File: config.mk
export PLATFORM = sky130hd
export DESIGN_NAME = sub_mult_abs_sequencer
export DESIGN_NICKNAME = d
export VERILOG_FILES = /design/src/rtl/sub_mult_abs_sequencer.sv
export SDC_FILE = /design/constraint.sdc
export NUM_CORES = 1
export LEC_CHECK = 0
export BUFFER_PORTS_ARGS = -buffer_cell sky130_fd_sc_hd__clkbuf_2
export CORE_UTILIZATION = 23
export CTS_CLUSTER_SIZE = 14
export DETAILED_ROUTE_END_ITERATION = 8
export GPL_ROUTABILITY_DRIVEN = 0
export HOLD_SLACK_MARGIN = 0.08
export SYNTH_ARGS = -nofsm -noshare
export SYNTH_HDL_FRONTEND = slang
export SYNTH_SLANG_ARGS = --single-unit
File: constraint.sdc
create_clock -name clk -period 2.5 [get_ports clk]
set_clock_uncertainty 0.05 [all_clocks]
set_input_delay 0.125 -clock clk [delete_from_list [all_inputs] [get_ports clk]]
set_output_delay 0.125 -clock clk [all_outputs]
set_load 0.02 [all_outputs]
File: src/rtl/sub_mult_abs_sequencer.sv
// Replays each accepted sample x as a GRID_POINTS-beat frame on three aligned AXI-Stream outputs
// (x, grid[i], scale); the grid table and scale are loaded through a config port while idle.
module sub_mult_abs_sequencer #(
   parameter int DATA_WIDTH_DATA       = 16,
   parameter int FRACTIONAL_BITS_SCALE = 12,
   parameter int DATA_WIDTH_SCALE      = 16,
   parameter int GRID_POINTS           = 8,
   parameter int ADDR_WIDTH            = $clog2(GRID_POINTS)
) (
   input  logic                        clk,
   input  logic                        rst,
   input  logic                        cfg_grid_we,
   input  logic [ADDR_WIDTH-1:0]       cfg_grid_addr,
   input  logic [DATA_WIDTH_DATA-1:0]  cfg_grid_data,
   input  logic                        cfg_scale_we,
   input  logic [DATA_WIDTH_SCALE-1:0] cfg_scale_data,
   output logic                        cfg_err,
   output logic                        busy,
   input  logic [DATA_WIDTH_DATA-1:0]  s_axis_x_tdata,
   input  logic                        s_axis_x_tvalid,
   output logic                        s_axis_x_tready,
   input  logic                        s_axis_x_tlast,
   output logic [DATA_WIDTH_DATA-1:0]  m_axis_data_tdata,
   output logic                        m_axis_data_tvalid,
   input  logic                        m_axis_data_tready,
   output logic                        m_axis_data_tlast,
   output logic                        m_axis_data_tuser,
   output logic [DATA_WIDTH_DATA-1:0]  m_axis_grid_tdata,
   output logic                        m_axis_grid_tvalid,
   input  logic                        m_axis_grid_tready,
   output logic                        m_axis_grid_tlast,
   output logic [DATA_WIDTH_SCALE-1:0] m_axis_scale_tdata,
   output logic                        m_axis_scale_tvalid,
   input  logic                        m_axis_scale_tready,
   output logic                        m_axis_scale_tlast
);

   localparam int unsigned TABLE_DEPTH = 1 << ADDR_WIDTH;
   localparam logic [ADDR_WIDTH-1:0] LAST_IDX = ADDR_WIDTH'(GRID_POINTS - 1);
   localparam logic [DATA_WIDTH_SCALE-1:0] SCALE_ONE = DATA_WIDTH_SCALE'(1) << FRACTIONAL_BITS_SCALE;

   typedef enum logic {IDLE, RUN} state_t;

   state_t                      state, state_next;
   logic [ADDR_WIDTH-1:0]       idx, idx_next;
   logic [2:0]                  sent, sent_next;
   logic [DATA_WIDTH_DATA-1:0]  x_reg;
   logic                        x_last;
   logic [DATA_WIDTH_DATA-1:0]  grid_tbl [TABLE_DEPTH];
   logic [DATA_WIDTH_SCALE-1:0] scale_reg;
   logic                        x_accept;
   logic                        cfg_any;
   logic                        cfg_ok;
   logic [2:0]                  valid;
   logic [2:0]                  ready;
   logic [2:0]                  hs;
   logic                        beat_done;
   logic                        last_beat;

   always_ff @(posedge clk) begin
      if (rst) begin
         state <= IDLE;
         idx   <= '0;
         sent  <= '0;
      end else begin
         state <= state_next;
         idx   <= idx_next;
         sent  <= sent_next;
      end
   end

   always_comb begin
      state_next          = state;
      idx_next            = idx;
      sent_next           = sent;
      s_axis_x_tready     = 1'b0;
      busy                = 1'b0;
      x_accept            = 1'b0;
      valid               = '0;
      hs                  = '0;
      beat_done           = 1'b0;
      last_beat           = 1'b0;
      ready               = {m_axis_scale_tready, m_axis_grid_tready, m_axis_data_tready};
      m_axis_data_tdata   = '0;
      m_axis_grid_tdata   = '0;
      m_axis_scale_tdata  = '0;
      m_axis_data_tuser   = 1'b0;
      case (state)
         IDLE: begin
            s_axis_x_tready = !rst;
            x_accept        = s_axis_x_tvalid && !rst;
            if (x_accept) begin
               state_next = RUN;
               idx_next   = '0;
               sent_next  = '0;
            end
         end
         RUN: begin
            busy               = 1'b1;
            // a stream that already handshook this beat waits for the others
            valid              = ~sent;
            hs                 = valid & ready;
            beat_done          = &(sent | hs);
            sent_next          = sent | hs;
            last_beat          = (idx == LAST_IDX);
            m_axis_data_tdata  = x_reg;
            m_axis_grid_tdata  = grid_tbl[idx];
            m_axis_scale_tdata = scale_reg;
            m_axis_data_tuser  = x_last;
            if (beat_done) begin
               if (last_beat) begin
                  state_next = IDLE;
               end else begin
                  idx_next  = idx + 1'b1;
                  sent_next = '0;
               end
            end
         end
      endcase
   end

   assign m_axis_data_tvalid  = valid[0];
   assign m_axis_grid_tvalid  = valid[1];
   assign m_axis_scale_tvalid = valid[2];
   assign m_axis_data_tlast   = last_beat;
   assign m_axis_grid_tlast   = last_beat;
   assign m_axis_scale_tlast  = last_beat;

   assign cfg_any = cfg_grid_we || cfg_scale_we;
   assign cfg_ok  = cfg_any && (state == IDLE) && !x_accept;

   always_ff @(posedge clk) begin
      if (rst) begin
         x_reg     <= '0;
         x_last    <= 1'b0;
         scale_reg <= SCALE_ONE;
         cfg_err   <= 1'b0;
         for (int unsigned i = 0; i < TABLE_DEPTH; i++) begin
            grid_tbl[i] <= '0;
         end
      end else begin
         cfg_err <= cfg_any && !cfg_ok;
         if (x_accept) begin
            x_reg  <= s_axis_x_tdata;
            x_last <= s_axis_x_tlast;
         end
         if (cfg_ok && cfg_grid_we) begin
            grid_tbl[cfg_grid_addr] <= cfg_grid_data;
         end
         if (cfg_ok && cfg_scale_we) begin
            scale_reg <= cfg_scale_data;
         end
      end
   end

endmodule

==> results.md, run 1 <==
- Status: complete, no violations
- Worst-Skew Late Latency: 0.42 ns
- Mapped Cells: 604
- Initial core utilization: about a quarter
- Yosys top cell area share: 48.5%
- Ys flop type: edfxtp_1
- Share of cells above drive strength 1: 28.5%
- Core area: between 0.03 and 0.04 mm^2
- Cell area after synthesis: 0.00793 mm^2
- Drt via density: between 4 and 5
- CTS clk-pin slew, worst paths: 0.08 ns
- Register area share after synthesis: 59.6%
- Layout Utilization: between 30 and 40%
- Synth warn: 0
- Synth top area cells: edfxtp_1, and2_1, dfxtp_1
- Distinct cell type count after synthesis: 34
- Crit path DAT: 2.13 ns
- Critical Path RT: between 2 and 2.5 ns
- First-pass GRT wire length: 30100 um
- DR WL met2: 9250 um
- Worst R2R Path Depth: 3
- Drt first-iter violations: about 330
- Yosys reg bits: 172
- Drt pass-1 iters: 4
- Vias in the first global route: 5217
- P&R area growth vs syn: 28.7%
- Tmin final: 2.30 ns
- Hold path endpoint: scale_reg[0]
- Worst R2R Setup Slack: about 0.36 ns
- RSZ-0062 raised after global routing: false
- R2R Path End: grid_tbl[5][4]
- GRT overflow: 0
- Final HPWL DP: 12800 um
- Final setup fails: 0
- Post-synth EDFFs: 128
- Root buf cell: clkbuf_16
- Synth area leader: edfxtp_1
- FP Rows: 67
- Async set or reset register ratio after synthesis: 0%
- Avg WL per Cell: approximately 16 um
- Final period util: 92.2%
- Final Hold Viols: 0
- Syn_nets: 666
- Die footprint: 0.0352 mm^2
- Worst vdd ir: 0.000416 V
- CTS max path bufs: 2
- Top Metal Used: met4
- Worst Tran Pin Value: 0.759 ns
- Crit. End Element: output pin
- Nets: 827
- Hold Crit Class: in2reg
- CTS buffer count: 17
- Synth top cells by count: and2_1, edfxtp_1, dfxtp_1
- HP Start: rst
- Die height: 188 um
- Largest net degree at the start of global routing: 63
- Lkg Pwr: 3.82 nW
- Mean Syn Cell Area: between 10 and 15 um^2
- PortBufs: 117
- Gr usage total: 11.1%
- Top-count cell post-synth: and2_1
- Maximum Capacitance Violations: 0
- DIE WIDTH: 188 um
- Post-Route WL: roughly 19000 um
- Hold path depth: 3
- Final setup TNS: 0 ns
- Vias: approximately 5000
- Critical path launch point type: flip-flop
- CP max FO: 32
- Fill count: between 3000 and 4000
- Power per cell area: 641 mW/mm^2
- Clock Sink Count: 172
- Worst r2r src: state
- Met3 WL: approximately 950 um
- H-tree depth: 4
- CP Class: reg2out
- CTS tree: yes
- Drt drc: 0
- Relative slew margins: between 40% and 50%
- Max reg flops: 128
- Met1 WL: 8870 um
- Routed Antenna Nets: 0
- Max Clk Rate: approximately 430 MHz
- Max Slew Vio Count: 0
- Initial antenna violation count: 1
- I/O pin count: ~120
- Resized cells post-CTS: 0
-- cell families after synthesis --
| group | Yosys count | synth area share, % |
|---|---|---|
| and+or+nand+nor | 247 | 19.0 |
| DFF | 172 | 59.6 |
| AOI/OAI and AO/OA | 76 | 6.30 |
| buffers and inverters | 56 | 3.27 |
| muxes | 51 | 11.5 |
| adders and majority gates | 2 | 0.316 |
-- worst max-delay path by stage --
stage	startpoint	endpoint	slack, ns	depth (start not counted)
2_1_floorplan	state	grid_tbl[5][0]	0.23	5
3_3_place_gp	state	grid_tbl[5][9]	0.42	3
3_5_place_dp	state	grid_tbl[5][6]	0.37	3
4_1_cts	flip-flop	m_axis_grid_tdata[12]	0.12	5
5_1_grt	flip-flop	m_axis_grid_tdata[12]	0.06	5
6_report	flip-flop	m_axis_grid_tdata[12]	0.20	5
-- critical path, cell delays in order (launching register included) --
cell      delay, ns
dfxtp_2        0.34
buf_12         0.26
mux4_2         0.55
mux2i_1        0.28
nor2_1         0.07
clkbuf_2       0.17
-- power breakdown --
group          total (W)  leakage [nW]  internal, W  switching, W
clock            0.00278         0.303      0.00140       0.00138
combinational   0.000539          1.86     0.000216      0.000323
sequential       0.00323          1.66      0.00318     0.0000437
total            0.00655          3.82      0.00480       0.00175
-- per-stage QoR --
stage               setup WS (ns)  cell area (um^2)  hold slack (ns)  total power (W)  cells
floorplan                   0.234              7930            0.184          0.00356    604
global placement            0.417              9010            0.278          0.00376   1139
detailed placement          0.372              9010            0.281          0.00377   1139
CTS                         0.122             10200            0.189          0.00661   1226
global route               0.0608             10200            0.231          0.00678   1227
finish                      0.195             10200            0.214          0.00655   1227
-- repair_timing --
item / CTS / global route
hold buffers: 55 / 0
endpoints found under the hold margin: 144 / 0
setup buffers: 0 / 0
setup endpoints to repair: 0 / 0
-- per-layer routing --
| metal | up-vias | GRT usage, % |
|---|---|---|
| met4 | 0 | 3.44 |
| li1 | 2498 | - |
| met1 | 2492 | 14.7 |
| met3 | 10 | 2.17 |
| met5 | - | 0 |
| met2 | 136 | 18.1 |
-- layout make-up --
type                            count  area (um^2)  share of cell area (%)
Sequential cell                   172         4730                    46.3
Multi-Input combinational cell    376         2950                    28.9
Timing Repair Buffer              190         1300                    12.7
Tap cell                          448          561                    5.49
Clock buffer                       17          425                    4.17
Clock inverter                     15          215                    2.11
Inverter                            8         30.0                   0.294
Antenna cell                        1         2.50                  0.0245
-- cell usage in the layout, fill, tap and decap left out, drive strengths merged, types with 18 or more instances in the layout --
| cell | count |
|---|---|
| and2 | 162 |
| mux2i | 19 |
| edfxtp | 128 |
| buf | 18 |
| dfxtp | 44 |
| dlygate4sd3 | 55 |
| mux4 | 32 |
| o21ai | 21 |
| nand2 | 37 |
| clkbuf | 134 |
| nor2 | 24 |
(Power assumes the default switching activity.)
==> inputs of run 2 (changes only) <==
Settings changed: REMOVE_ABC_BUFFERS set to 1.
==> results.md, run 2 (synthesis gave the netlist of run 1 again) <==
- Status: complete, no violations
- Final setup fails: 0
- Resized cells post-CTS: 0
- Drt pass-1 iters: 5
- CTS max path bufs: 2
- Final HPWL DP: 13300 um
- Hold path endpoint: grid_tbl[3][4]
- Critical path launch point type: flip-flop
- Worst R2R Setup Slack: 0.30 ns
- Gr usage total: 11.4%
- GRT overflow: 0
- Drt via density: 4.31
- Tmin final: between 2 and 2.5 ns
- Power per cell area: 649 mW/mm^2
- Delay of the slowest cell on the worst path: 0.45 ns
- Worst-Skew Late Latency: 0.43 ns
- Worst vdd ir: 0.000459 V
- Crit path DAT: between 2 and 2.5 ns
- Largest net degree at the start of global routing: 63
- H-tree depth: 4
- Most frequent cells in the layout: and2_1, edfxtp_1, clkbuf_2, dlygate4sd3_1, dfxtp_1
- P&R area growth vs syn: 28.4%
- Drt first-iter violations: 391
- FP Rows: 67
- Most common cell after layout, fill and taps aside: and2_1
- Vias in the first global route: around 5200
- Root buf cell: clkbuf_16
- Max reg flops: 128
- Clock Sink Count: 172
- Post-Route WL: 20200 um
- Routed Antenna Nets: 0
- Critical Path RT: 2.33 ns
- CTS tree: yes
- First-pass GRT wire length: 30700 um
- HP Start: cfg_grid_data[4]
- DIE WIDTH: 188 um
- Core area: roughly 0.034 mm^2
- Initial core utilization: 23.5%
- RSZ-0062 raised after global routing: false
- Inserted Diodes: 0
- Tot Pwr: 0.00661 W
- Fill count: about 3400
- Drt drc: 0
- Final Instance Area: 0.0102 mm^2
- I/O pin count: 118
- Relative slew margins: 51.5%
- Worst Tran Pin Value: 0.726 ns
- Final Hold Viols: 0
- CP Class: reg2out
- DP Area: around 0.009 mm^2
- Final period util: between 90 and 100%
- CTS clk-pin slew, worst paths: around 0.070 ns
- Max Clk Rate: 429 MHz
- Hold path depth: 2
- Worst Hold Slack: 0.0796 ns
- Lkg Pwr: about 3.8 nW
- Crit. End Element: output pin
- Initial antenna violation count: 1
- Die footprint: 0.0352 mm^2
- Worst r2r src: state
- Hold Crit Class: in2reg
- CP max FO: 62
- Share of cells above drive strength 1: 28.5%
- FF+latch area: 0.00473 mm^2
- Delay-heaviest family, CP: buffers and inverters
- Vias: 5271
- CTS buffer count: 17
- Nets: 824
- Crit path buf inv count: 4
- R2R Path End: idx[0]
- Crit path from: state
- Crit path cell chain: buf_4 -> inv_2 -> buf_4 -> nor2_1 -> clkbuf_2
- Layout Utilization: 30.2%
- Worst path slowest cell: buf_4
- Worst R2R Path Depth: 4
- Die height: 188 um
- Footprint of the multi-input gates: 0.00295 mm^2
- Top cell by count, worst path: buf_4
- Max Slew Vio Count: 0
- Maximum Capacitance Violations: 0
- Setup bufs post-CTS: 0
- PortBufs: 117
- Avg WL per Cell: 16.5 um
[run 2: per-layer routing]
layer  wire (um)  part of all wire [%]  global-route usage (%)
met5           0                     0                       0
met4         207                   1.0                    2.88
met2        9500                    47                    18.6
met3        1290                   6.4                    2.56
met1        9180                    45                    15.3
[run 2: worst register-to-register path, delay by kind of cell (launching register included)]
kind	cells	cell delay, ns
buffers and inverters	2	0.72
DFF	1	0.33
muxes	1	0.30
and+or+nand+nor	1	0.71
[run 2: through the flow]
stage / setup WS (ns) / setup TNS, ns / std cells
floorplan: -0.519 / -34.24 / 556
global placement: 0.396 / 0 / 1138
detailed placement: 0.299 / 0 / 1138
CTS: 0.140 / 0 / 1223
global route: 0.00281 / 0 / 1223
finish: 0.169 / 0 / 1223
[run 2: what timing repair did]
action	in CTS	in global routing
hold endpoints to repair	135	0
hold buffers	53	0
setup endpoints to repair	0	0
[run 2: report_power, final]
group / switching [W] / internal (W) / total (W)
clock: 0.00129 / 0.00155 / 0.00284
combinational: 0.000328 / 0.000213 / 0.000542
sequential: 0.0000440 / 0.00319 / 0.00323
[run 2: cell type report]
| type | count | area share [%] |
|---|---|---|
| tap | 448 | 5.51 |
| clock buffer | 17 | 4.18 |
| clock inverter | 15 | 2.15 |
| sequential | 172 | 46.4 |
| inverter | 8 | 0.295 |
| timing repair buffer | 187 | 12.5 |
| multi-input combinational | 376 | 29.0 |
[run 2: how the worst max path moves through the flow]
stage	to	depth (start not counted)
after floorplan	x_last	2
final	m_axis_grid_tdata[10]	5
after detailed placement	flip-flop	4
after CTS	m_axis_grid_tdata[10]	5
after global routing	m_axis_grid_tdata[10]	5
after global placement	flip-flop	4
==> inputs of run 3 (changes only) <==
Settings changed: PLACE_DENSITY_LB_ADDON set to 0.12.
==> results.md, run 3 (synthesis gave the netlist of run 1 again) <==
- Avg WL per Cell: 17.7 um
- Tmin final: 2.29 ns
- Vias in the first global route: between 5000 and 6000
- Most frequent cells in the layout: and2_1, edfxtp_1, clkbuf_2, dlygate4sd3_1, dfxtp_1
- Fill count: 3444
- Crit. End Element: output pin
- Largest net degree at the start of global routing: 63
- Worst Hold Slack: 0.0827 ns
- Routed Antenna Nets: 0
- Relative slew margins: 48.5%
- Footprint of the multi-input gates: 0.00295 mm^2
- Clock Sink Count: between 150 and 200
- CP max FO: 32
- RSZ-0062 raised after global routing: false
- Pre-CTS WS: 0.310 ns
- Worst r2r src: state
- Max Slew Vio Count: 0
- Drt via density: about 4.3
- Worst R2R Path Depth: 3
- Die height: 188 um
- P&R area growth vs syn: 27.9%
- Power per cell area: 643 mW/mm^2
- Maximum Capacitance Violations: 0
- Critical Path RT: 2.33 ns
- Lkg Pwr: 3.80 nW
- Status: complete, no violations
- Die footprint: 0.0352 mm^2
- Final setup TNS: 0 ns
- Drt drc: 0
- Gr usage total: approximately 13%
- Setup bufs post-CTS: 0
- GRT overflow: 0
- Share of cells above drive strength 1: 28.6%
- Drt pass-1 iters: 4
- Initial core utilization: 23.5%
- CTS max path bufs: 2
- Final HPWL DP: 14200 um
- Max Clk Rate: 437 MHz
- Final period util: 91.4%
- Root buf cell: clkbuf_16
- FP Rows: 67
- Worst-Skew Late Latency: 0.42 ns
- Layout Utilization: 30.1%
- Worst vdd ir: 0.000448 V
- Initial antenna violation count: 0
- Critical path launch point type: flip-flop
- Final Hold Viols: 0
- Hold path depth: 2
- Nets: 825
- PortBufs: 117
- CTS buffer count: 17
- Inserted Diodes: 0
- HP Start: cfg_grid_data[7]
- I/O pin count: 118
- Crit path DAT: 2.11 ns
- DIE WIDTH: 188 um
- First-pass GRT wire length: 32900 um
- Hold_buf cts: 51
- FF+latch area: 0.00473 mm^2
- Drt first-iter violations: 284
- Core area: 0.0337 mm^2
- Final setup fails: 0
- Most common cell after layout, fill and taps aside: and2_1
- CTS clk-pin slew, worst paths: 0.07 ns
- H-tree depth: 4
- Hold Crit Class: in2reg
- Post-Route WL: 21700 um
- Worst Tran Pin Value: around 0.77 ns
- Resized cells post-CTS: 0
- Max reg flops: 128
- CP Class: reg2out
- Vias: 5273
- Final WS setup: 0.214 ns
- CTS tree: yes
[run 3: changes by cell type in the layout (fill, tap and decap cells not counted)]
| cell | before | now |
|---|---|---|
| dlygate4sd3_1 | 53 | 52 |
| inv_6 | 3 | 6 |
| clkinv_8 | 5 | 0 |
| clkinv_1 | 0 | 1 |
| clkinvlp_4 | 0 | 1 |
| buf_4 | 15 | 17 |
[run 3: area by class of cell]
class                   instances  share of cell area, %
inverters                       8                  0.296
multi-input cells             376                   29.1
flip-flops and latches        172                   46.6
clock inverters                15                   1.73
well taps                     448                   5.53
clock buffers                  17                   4.19
repair buffers                188                   12.6
[run 3: worst max-delay path: stages, from the launching register on]
cell	delay (ns)
dfxtp_2	0.34
buf_12	0.28
mux4_2	0.59
mux2i_1	0.22
nor2_1	0.08
clkbuf_2	0.18
[run 3: per-layer routing]
metal / up-vias / GRT usage, % / share of wire [%]
li1: 2502 / - / -
met1: 2592 / 17.3 / 48
met2: 168 / 19.8 / 45
met3: 11 / 2.99 / 5.7
met4: 0 / 2.60 / 0.72
met5: - / 0 / 0
[run 3: path summary, 6_finish.rpt]
path / slack, ns / to
worst max register to register: 0.33 / grid_tbl[4][0]
worst max-delay path: 0.21 / m_axis_grid_tdata[8]
worst min register to register: 0.41 / x_reg[0]
worst min-delay path: 0.08 / grid_tbl[2][7]
[run 3: per-stage QoR]
| step | area (um^2) | std cells | power, W |
|---|---|---|---|
| global placement | 9020 | 1140 | 0.00378 |
| finish | 10100 | 1224 | 0.00652 |
| floorplan | 7700 | 556 | 0.00353 |
| detailed placement | 9020 | 1140 | 0.00379 |
| CTS | 10100 | 1223 | 0.00661 |
| global route | 10100 | 1224 | 0.00678 |
[run 3: power by group]
part           internal (W)  switching [W]
Clock               0.00151        0.00123
Sequential          0.00319      0.0000411
Combinational      0.000211       0.000337
Total               0.00491        0.00161
